### config.mk
export PLATFORM = sky130hd
export DESIGN_NAME = systolic_skew_feeder
export DESIGN_NICKNAME = d
export VERILOG_FILES = /design/src/rtl/systolic_skew_feeder_pkg.sv /design/src/rtl/systolic_skew_feeder_skew.sv /design/src/rtl/systolic_skew_feeder.sv
export SDC_FILE = /design/constraint.sdc
export NUM_CORES = 1
export LEC_CHECK = 0
export CORE_UTILIZATION = 30
export CTS_CLUSTER_SIZE = 10
export DETAILED_ROUTE_END_ITERATION = 8
export PLACE_DENSITY_LB_ADDON = 0.08
export SETUP_SLACK_MARGIN = 0.1
export SYNTH_ARGS = -nofsm -noshare
export SYNTH_HDL_FRONTEND = slang
export SYNTH_SLANG_ARGS = --single-unit
### constraint.sdc
create_clock -name clk -period 2.62 [get_ports clk]
set_input_delay 0.524 -clock clk [delete_from_list [all_inputs] [get_ports clk]]
set_output_delay 0.524 -clock clk [all_outputs]
set_load 0.01 [all_outputs]
### src/rtl/systolic_skew_feeder_pkg.sv
// Shared constants, state encoding and drain-length helper for the skew feeder.
package systolic_skew_feeder_pkg;

   localparam int DATA_W = 8;

   typedef enum logic [1:0] {
      IDLE   = 2'd0,
      STREAM = 2'd1,
      DRAIN  = 2'd2,
      DONE   = 2'd3
   } state_t;

   // Skew flush (n-1) plus propagation across the array (2n-1).
   function automatic int drain_len(input int array_size);
      return 3 * array_size - 2;
   endfunction

endpackage

### src/rtl/systolic_skew_feeder_skew.sv
// Zero-reset shift register; output is the input delayed by DEPTH cycles.
module skew_delay_line #(
   parameter int DEPTH  = 1,
   parameter int DATA_W = 8
) (
   input  logic              clk,
   input  logic              reset,
   input  logic [DATA_W-1:0] din,
   output logic [DATA_W-1:0] dout
);

   logic [DEPTH-1:0][DATA_W-1:0] sr;

   always_ff @(posedge clk or negedge reset) begin
      if (!reset) begin
         sr <= '0;
      end else begin
         sr[0] <= din;
         for (int s = 1; s < DEPTH; s++) sr[s] <= sr[s-1];
      end
   end

   assign dout = sr[DEPTH-1];

endmodule

### src/rtl/systolic_skew_feeder.sv
// Feeds the systolic array: diagonal skew of data/weight lanes plus tile drain sequencing.
module systolic_skew_feeder #(
   parameter int  ARRAY_SIZE = 4,
   parameter int  DATA_W     = systolic_skew_feeder_pkg::DATA_W,
   parameter int  MAX_K      = 255,
   localparam int CNT_W      = $clog2(MAX_K + 1),
   localparam int BUS_W      = DATA_W * ARRAY_SIZE
) (
   input  logic             clk,
   input  logic             reset,
   input  logic             in_valid,
   output logic             in_ready,
   input  logic [BUS_W-1:0] in_data,
   input  logic [BUS_W-1:0] in_weight,
   input  logic             in_last,
   output logic [BUS_W-1:0] datain,
   output logic [BUS_W-1:0] weightin,
   output logic             tile_start,
   output logic             busy,
   output logic             done,
   output logic [CNT_W-1:0] beat_count,
   output logic             overflow
);

   import systolic_skew_feeder_pkg::*;

   localparam int DRAIN_LEN = drain_len(ARRAY_SIZE);
   localparam int DCW       = $clog2(DRAIN_LEN + 1);

   state_t         state, state_nxt;
   logic [DCW-1:0] drain_cnt;
   logic           xfer;

   logic [ARRAY_SIZE-1:0][DATA_W-1:0] pipe_d, pipe_w, skew_d, skew_w;

   // Ready is gated by reset directly so it reads 0 while reset is held.
   assign in_ready = reset && ((state == IDLE) || (state == STREAM));
   assign xfer     = in_valid && in_ready;
   assign busy     = (state == STREAM) || (state == DRAIN);
   assign done     = (state == DONE);

   // Bubbles, drain and idle all push zeros so the array accumulators hold.
   assign pipe_d = xfer ? in_data   : '0;
   assign pipe_w = xfer ? in_weight : '0;

   for (genvar i = 0; i < ARRAY_SIZE; i++) begin : g_lane
      skew_delay_line #(.DEPTH(i + 1), .DATA_W(DATA_W)) u_skew_d (
         .clk  (clk),
         .reset(reset),
         .din  (pipe_d[i]),
         .dout (skew_d[i])
      );
      skew_delay_line #(.DEPTH(i + 1), .DATA_W(DATA_W)) u_skew_w (
         .clk  (clk),
         .reset(reset),
         .din  (pipe_w[i]),
         .dout (skew_w[i])
      );
   end

   assign datain   = skew_d;
   assign weightin = skew_w;

   always_comb begin
      state_nxt = state;
      case (state)
         IDLE:    if (xfer) state_nxt = in_last ? DRAIN : STREAM;
         STREAM:  if (xfer && in_last) state_nxt = DRAIN;
         DRAIN:   if (drain_cnt == '0) state_nxt = DONE;
         DONE:    state_nxt = IDLE;
         default: state_nxt = IDLE;
      endcase
   end

   always_ff @(posedge clk or negedge reset) begin
      if (!reset) begin
         state      <= IDLE;
         drain_cnt  <= '0;
         tile_start <= 1'b0;
         beat_count <= '0;
         overflow   <= 1'b0;
      end else begin
         state      <= state_nxt;
         tile_start <= xfer && (state == IDLE);

         if (state != DRAIN && state_nxt == DRAIN)
            drain_cnt <= DCW'(DRAIN_LEN - 1);
         else if (state == DRAIN && drain_cnt != '0)
            drain_cnt <= drain_cnt - 1'b1;

         // First beat restarts the count; beats beyond MAX_K are still forwarded.
         if (xfer && state == IDLE) begin
            beat_count <= CNT_W'(1);
         end else if (xfer && state == STREAM) begin
            if (beat_count == CNT_W'(MAX_K)) overflow <= 1'b1;
            else                             beat_count <= beat_count + 1'b1;
         end
      end
   end

endmodule

==> impl_metrics.yaml, run 1 <==
run_status:
  status: "finished clean"
logic_synthesis:
  yosysTopAreaCell: "dfrtp_1"
  synth_most_common_cell: "dfrtp_1"
  synthFlopType: "dfrtp_1"
  synth_top_family_by_area: "simple AND/OR/NAND/NOR gates"
  synthSimpleGateAreaFrac_pct: 9.99
  syn_avg_cell_area_um2: 15.2
  synth_edf_count: 0
  async_flop_share_pct: 100
  synth_fa_ha_area_share_pct: 1.51
  synth_common_cells: "dfrtp_1 (176), and2_1 (66), buf_4 (48), inv_1 (9), nand2_1 (8)"
  synth.yosys.seq_area_share_pct: 76.1
  ys.warnings.count: 0
  synth.net_count: 455
  ys_top_cells_by_area: "dfrtp_1 (76%), and2_1 (7.1%), buf_4 (6.2%)"
  synth_compound_area_share_pct: 4.41
  synth_cell_type_count: 41
  synth.area.mux_share_pct: 0.173
  synth_area_um2: 5790
  yosysTopAreaCellShare_pct: 76.1
  synthXorXnorAreaFrac_pct: 0.303
  synthCells: 380
  ys_ff_latch: 176
min_path:
  hp-start: "g_lane[2].u_skew_d.sr[0]$_DFF_PN0_"
  hold_class: "reg2reg"
critical_path:
  path_buf_inv: 3
  critical-path-slowest-cell: "dlygate4sd3_1"
  crit_required_ps: 2100
  startpoint_type: "input port"
  worstSetupPathType: "in2out"
  rr_startpoint: "state[0]$_DFF_PN0_"
  cp-end-kind: "output pin"
  crit_path_start: "reset"
  worstPathMaxFanout: 13
  crit_path_max_incr_delay_ps: 590
  crit_chain: "dlygate4sd3_1 > buf_12 > o21a_1 > clkdlybuf4s50_1"
  crit_family: "buffers and inverters"
  arrival_ps: 1940
detailed_routing:
  wl_per_cell_um: 13.2
  wl_met3_um: 638
  top_layer: "met4"
  met1Wirelength_um: 4770
  first_iter_violations: 104
  firstDrtPassIters: 4
  drt.antenna.violating_nets: 0
  met2_length_um: 4490
  route.detailed.drc: 0
  avgViaCountPerCell: 3.89
  wl_um: 10100
  vias: 2975
die:
  fp.dieW_um: 141
  ios: 145
  start_util_pct: 30.7
  die_h_um: 141
  dieArea_um2: 19800
  core_um2: 18800
  num_rows: 50
global_routing:
  antenna_found_initial: 0
  grt_pass1_vias: 3110
  grt_max_degree: 169
  grt_pass1_wl_um: 16400
  grt-ovfl-total: 0
  gr-usage-all-layers_pct: 11.0
clock_tree:
  clk_pin_slew_ps: 70
  cts_root_buf: "clkbuf_16"
  htree_levels: 4
  clockBufferDepth: 2
  worstSkewPairLatency_ps: 410
  numCtsBuffers: 17
  cts_tree: "yes"
  cts.sinks: 176
  postCtsSetupBuffers: 0
power_and_ir_drop:
  power.share.sequential_pct: 47.1
  ir_drop_mv: 0.437
  p_sw_mw: 1.74
  pwr_density_cell_nw_per_um2: 859
  p_clk_share_pct: 37.0
  p_leak_nw: 3.64
  swShare_pct: 26.0
  p_comb_share_pct: 15.9
  p_int_mw: 4.97
sta:
  tns_ps: 0
  slew_headroom_pct: 39.3
  hold_ws_ps: 340
  tightest_slew_ps: 911
  period_share_pct: 94.2
  finalMaxSlewViolations: 0
  hold_viol: 0
  fin_worst_skew_ps: 8.64
  setup_viol: 0
  rsz0062_at_grt: "no"
  finalCriticalPeriod_ps: 2470
  fmax_mhz: 405
placement:
  place_congestion: 0.783
  dp.cells: 731
  detailed_place_hpwl_um: 6310
  place_area_um2: 7190
  port_buffers: 144
finish:
  area_growth_syn_to_layout_pct: 35.0
  final_util_pct: 41.5
  final_layout_size_suffix_gt1_share_pct: 9.33
  finish.instance_area_um2: 7820
  fin_nets: 566
  fin_cells: 764
  antenna_cells: 0
flow_run:
  cap_violations: 0
through the flow:
step	setup WS, ps	power (mW)
after detailed placement	494	4.26
after floorplan	965	3.80
after CTS	100	6.81
final	153	6.71
after global placement	543	4.22
after global routing	107	7.07
cell families (layout without fill, tap and decap cells):
logic type      after synthesis  count (layout)
compound gates               32              32
xor+xnor                      2               2
fa+ha+maj                     7               7
buf+inv                      65             189
flops                       176             176
mux                           1               1
simple gates                 97              97
layout by cell type (no fill, tap or decap), types with 2 or more instances in the layout:
master             n
nor3_1             4
ha_1               5
inv_6              7
inv_8              2
buf_4              2
o21a_1             3
inv_1              7
a21oi_1            7
inv_2              2
clkinvlp_4         2
o21ai_0            5
clkbuf_16         17
ha_4               2
nand3_1            4
buf_12             2
clkdlybuf4s50_1  143
and3_1             2
and2_1            66
a21o_1             2
a22o_1             2
dfrtp_1          176
a31oi_1            2
nor2_1             6
nand2_1            8
path summary, 6_finish.rpt:
check | end | slack, ps | cells past startpoint
setup / recovery | in_ready | 150 | 4
min in group asynchronous | g_lane[0].u_skew_w.dout[4]$_DFF_PN0_ | 530 | 2
hold / removal | g_lane[2].u_skew_d.sr[8]$_DFF_PN0_ | 340 | 0
hold reg to reg | g_lane[2].u_skew_d.sr[8]$_DFF_PN0_ | 340 | 0
setup reg to reg | drain_cnt[1]$_DFFE_PN0P_ | 800 | 6
max in group asynchronous | beat_count[2]$_DFFE_PN0P_ | 1000 | 3
layer usage:
| layer | up-vias | global-route usage, % |
|---|---|---|
| met4 | 0 | 5.49 |
| met2 | 91 | 15.7 |
| met1 | 1479 | 14.7 |
| met5 | - | 0 |
| met3 | 14 | 3.97 |
| li1 | 1391 | - |
sequential cells by signal, summed over array words and instances, names as in the netlist:
signal / count
g_lane.u_skew_d.dout: 32
state: 2
tile_start: 1
g_lane.u_skew_w.sr: 48
overflow: 1
beat_count: 8
drain_cnt: 4
g_lane.u_skew_d.sr: 48
g_lane.u_skew_w.dout: 32
area by class of cell:
| type | count | area, um2 |
|---|---|---|
| inverters | 9 | 33.8 |
| multi-input cells | 139 | 973 |
| clock buffers | 18 | 439 |
| repair buffers | 148 | 1500 |
| flip-flops and latches | 176 | 4400 |
| fillers | 1727 | 11000 |
| well taps | 260 | 325 |
| clock inverters | 14 | 143 |
power by group through the flow:
stage | Sequential [mW] | Clock [mW] | Combinational, mW
floorplan | 3.20 | 0 | 0.594
global placement | 3.20 | 0 | 1.03
detailed placement | 3.21 | 0 | 1.05
CTS | 3.16 | 2.59 | 1.06
global route | 3.19 | 2.70 | 1.18
finish | 3.16 | 2.49 | 1.07
what timing repair did:
action | in CTS | in global routing
endpoints found under the setup margin | 1 | 1
hold buffers | 1 | 0
resized for setup | 2 | 6
pin swaps | 0 | 0
cloned | 0 | 0
endpoints found under the hold margin | 8 | 0
No activity file was read; power rests on OpenSTA's default activity.
==> run 2: changes to the inputs <==
--- a/config.mk
+++ b/config.mk
@@ -10,6 +10,7 @@
 export DETAILED_ROUTE_END_ITERATION = 8
 export PLACE_DENSITY_LB_ADDON = 0.08
 export SETUP_SLACK_MARGIN = 0.1
+export SKIP_CTS_REPAIR_TIMING = 1
 export SYNTH_ARGS = -nofsm -noshare
 export SYNTH_HDL_FRONTEND = slang
 export SYNTH_SLANG_ARGS = --single-unit
==> run 2 against run 1 <==
  * Worst hold slack got worse by 20 ps
  * Highest routed layer unchanged
  * Combinational power about the same
  * Count of clock-buffer cells in the layout unchanged
  * Critical path type is now reg2out
  * Non-clock buffer count unchanged
  * Worst setup slack improved by 67 ps
  * Die area unchanged
==> impl_metrics.yaml, run 2 (synthesis results as in run 1) <==
detailed_routing:
  firstDrtPassIters: 4
  first_iter_violations: 79
  wl_um: 10100
  drt.antenna.violating_nets: 0
  avgViaCountPerCell: 3.89
  vias: 2971
  route.detailed.drc: 0
  wl_per_cell_um: 13.3
clock_tree:
  worstSkewPairLatency_ps: 420
  cts.sinks: 176
  clk_pin_slew_ps: 70
  numCtsBuffers: 17
  htree_levels: 4
  cts_tree: "yes"
  cts_root_buf: "clkbuf_16"
  clockBufferDepth: 2
die:
  ios: 145
  dieArea_um2: 19800
  core_um2: 18800
  die_h_um: 141
  num_rows: 50
  fp.dieW_um: 141
  start_util_pct: 30.7
sta:
  fin_worst_skew_ps: 8.93
  tightest_slew_ps: 910
  slew_headroom_pct: 39.3
  setup_viol: 0
  tns_ps: 0
  final.setup.worst_slack_ps: 220
  rsz0062_at_grt: "no"
  fmax_mhz: 417
  finalMaxSlewViolations: 0
  finalCriticalPeriod_ps: 2400
  hold_viol: 0
  period_share_pct: 91.6
global_routing:
  gr-usage-all-layers_pct: 10.9
  grt_use_met1_pct: 14.7
  antenna_found_initial: 0
  grt_max_degree: 169
  grt_pass1_vias: 3088
  grt-ovfl-total: 0
  grt_use_met3_pct: 3.97
  grt_pass1_wl_um: 16300
  busiest_layer: "met2"
  grtUsageMet2_pct: 15.5
power_and_ir_drop:
  p_clk_share_pct: 37.1
  p_int_mw: 4.97
  power.share.sequential_pct: 47.1
  p_sw_mw: 1.74
  p_leak_nw: 3.64
  pwr_density_cell_nw_per_um2: 859
  ir_drop_mv: 0.438
  swShare_pct: 26.0
  p_comb_share_pct: 15.9
  fin_total_pwr_mw: 6.71
finish:
  fin_nets: 566
  nFillCells: 1727
  layout_commonest_cell: "dfrtp_1"
  fin_cells: 764
  layout_common_cells: "dfrtp_1 (176), clkdlybuf4s50_1 (143), and2_1 (66), clkbuf_16 (17), nand2_1 (8)"
  largestRegisters: "g_lane.u_skew_d.sr x48, g_lane.u_skew_w.sr x48"
  final_layout_size_suffix_gt1_share_pct: 9.33
  antenna_cells: 0
  area_growth_syn_to_layout_pct: 34.9
run_status:
  status: "finished clean"
placement:
  dp.cells: 731
  detailed_place_hpwl_um: 6310
  dp_slack_ps: 494
  place_congestion: 0.783
  port_buffers: 144
critical_path:
  crit_chain: "inv_2 > ha_4 > o21a_1 > clkdlybuf4s50_1"
  worstPathMaxFanout: 8
  crit_path_max_incr_delay_ps: 520
  startpoint_type: "flop"
  crit_family: "buffers and inverters"
  path_buf_inv: 2
  arrival_ps: 1880
  crit_required_ps: 2100
  cp-end-kind: "output pin"
  rr_startpoint: "state[0]$_DFF_PN0_"
  crit_path_start: "state[0]$_DFF_PN0_"
  worstSetupPathType: "reg2out"
  critical-path-slowest-cell: "clkdlybuf4s50_1"
min_path:
  hold_class: "in2async"
flow_run:
  cap_violations: 0
-- run 2: stage by stage --
stage	util (%)	instance area [um2]	hold WS, ps
3_5_place_dp	38.2	7190	335
5_1_grt	41.5	7810	345
4_1_cts	41.3	7770	-75.1
3_3_place_gp	38.2	7190	331
2_1_floorplan	-	5790	228
6_report	41.5	7810	321
-- run 2: final timing paths --
kind	slack [ps]	to	depth (start not counted)
max in group asynchronous	1600	beat_count[2]$_DFFE_PN0P_	2
max reg2reg	810	drain_cnt[1]$_DFFE_PN0P_	6
max	220	in_ready	4
min	320	g_lane[2].u_skew_d.dout[5]$_DFF_PN0_	2
min in group clk	340	g_lane[2].u_skew_d.sr[8]$_DFF_PN0_	0
min reg2reg	340	g_lane[2].u_skew_d.sr[8]$_DFF_PN0_	0
-- run 2: per-layer routing --
metal  share of wire, %  wire length, um
met2                 44             4450
met5                  0                0
met4                2.0              201
met1                 47             4750
met3                7.1              720
-- run 2: final cells by class --
cell class	count	area, um2	area share (%)
Inverter	9	33.8	0.433
Sequential cell	176	4400	56.4
Timing Repair Buffer	148	1490	19.1
Tap cell	260	325	4.17
Clock buffer	18	439	5.62
Multi-Input combinational cell	139	973	12.5
Clock inverter	14	143	1.83
-- run 2: worst register-to-register path, delay by kind of cell, from the launching register on --
kind	cells	cell delay [ps]
buffers and inverters	1	120
and+or+nand+nor	1	190
adders and majority gates	1	300
DFF	1	500
AOI/OAI and AO/OA	3	600
-- run 2: power by group through the flow --
stage | Clock [mW] | Combinational [mW] | Sequential [mW]
finish | 2.49 | 1.07 | 3.16
global route | 2.70 | 1.18 | 3.19
CTS | 2.59 | 1.06 | 3.16
detailed placement | 0 | 1.05 | 3.21
global placement | 0 | 1.03 | 3.20
floorplan | 0 | 0.594 | 3.20
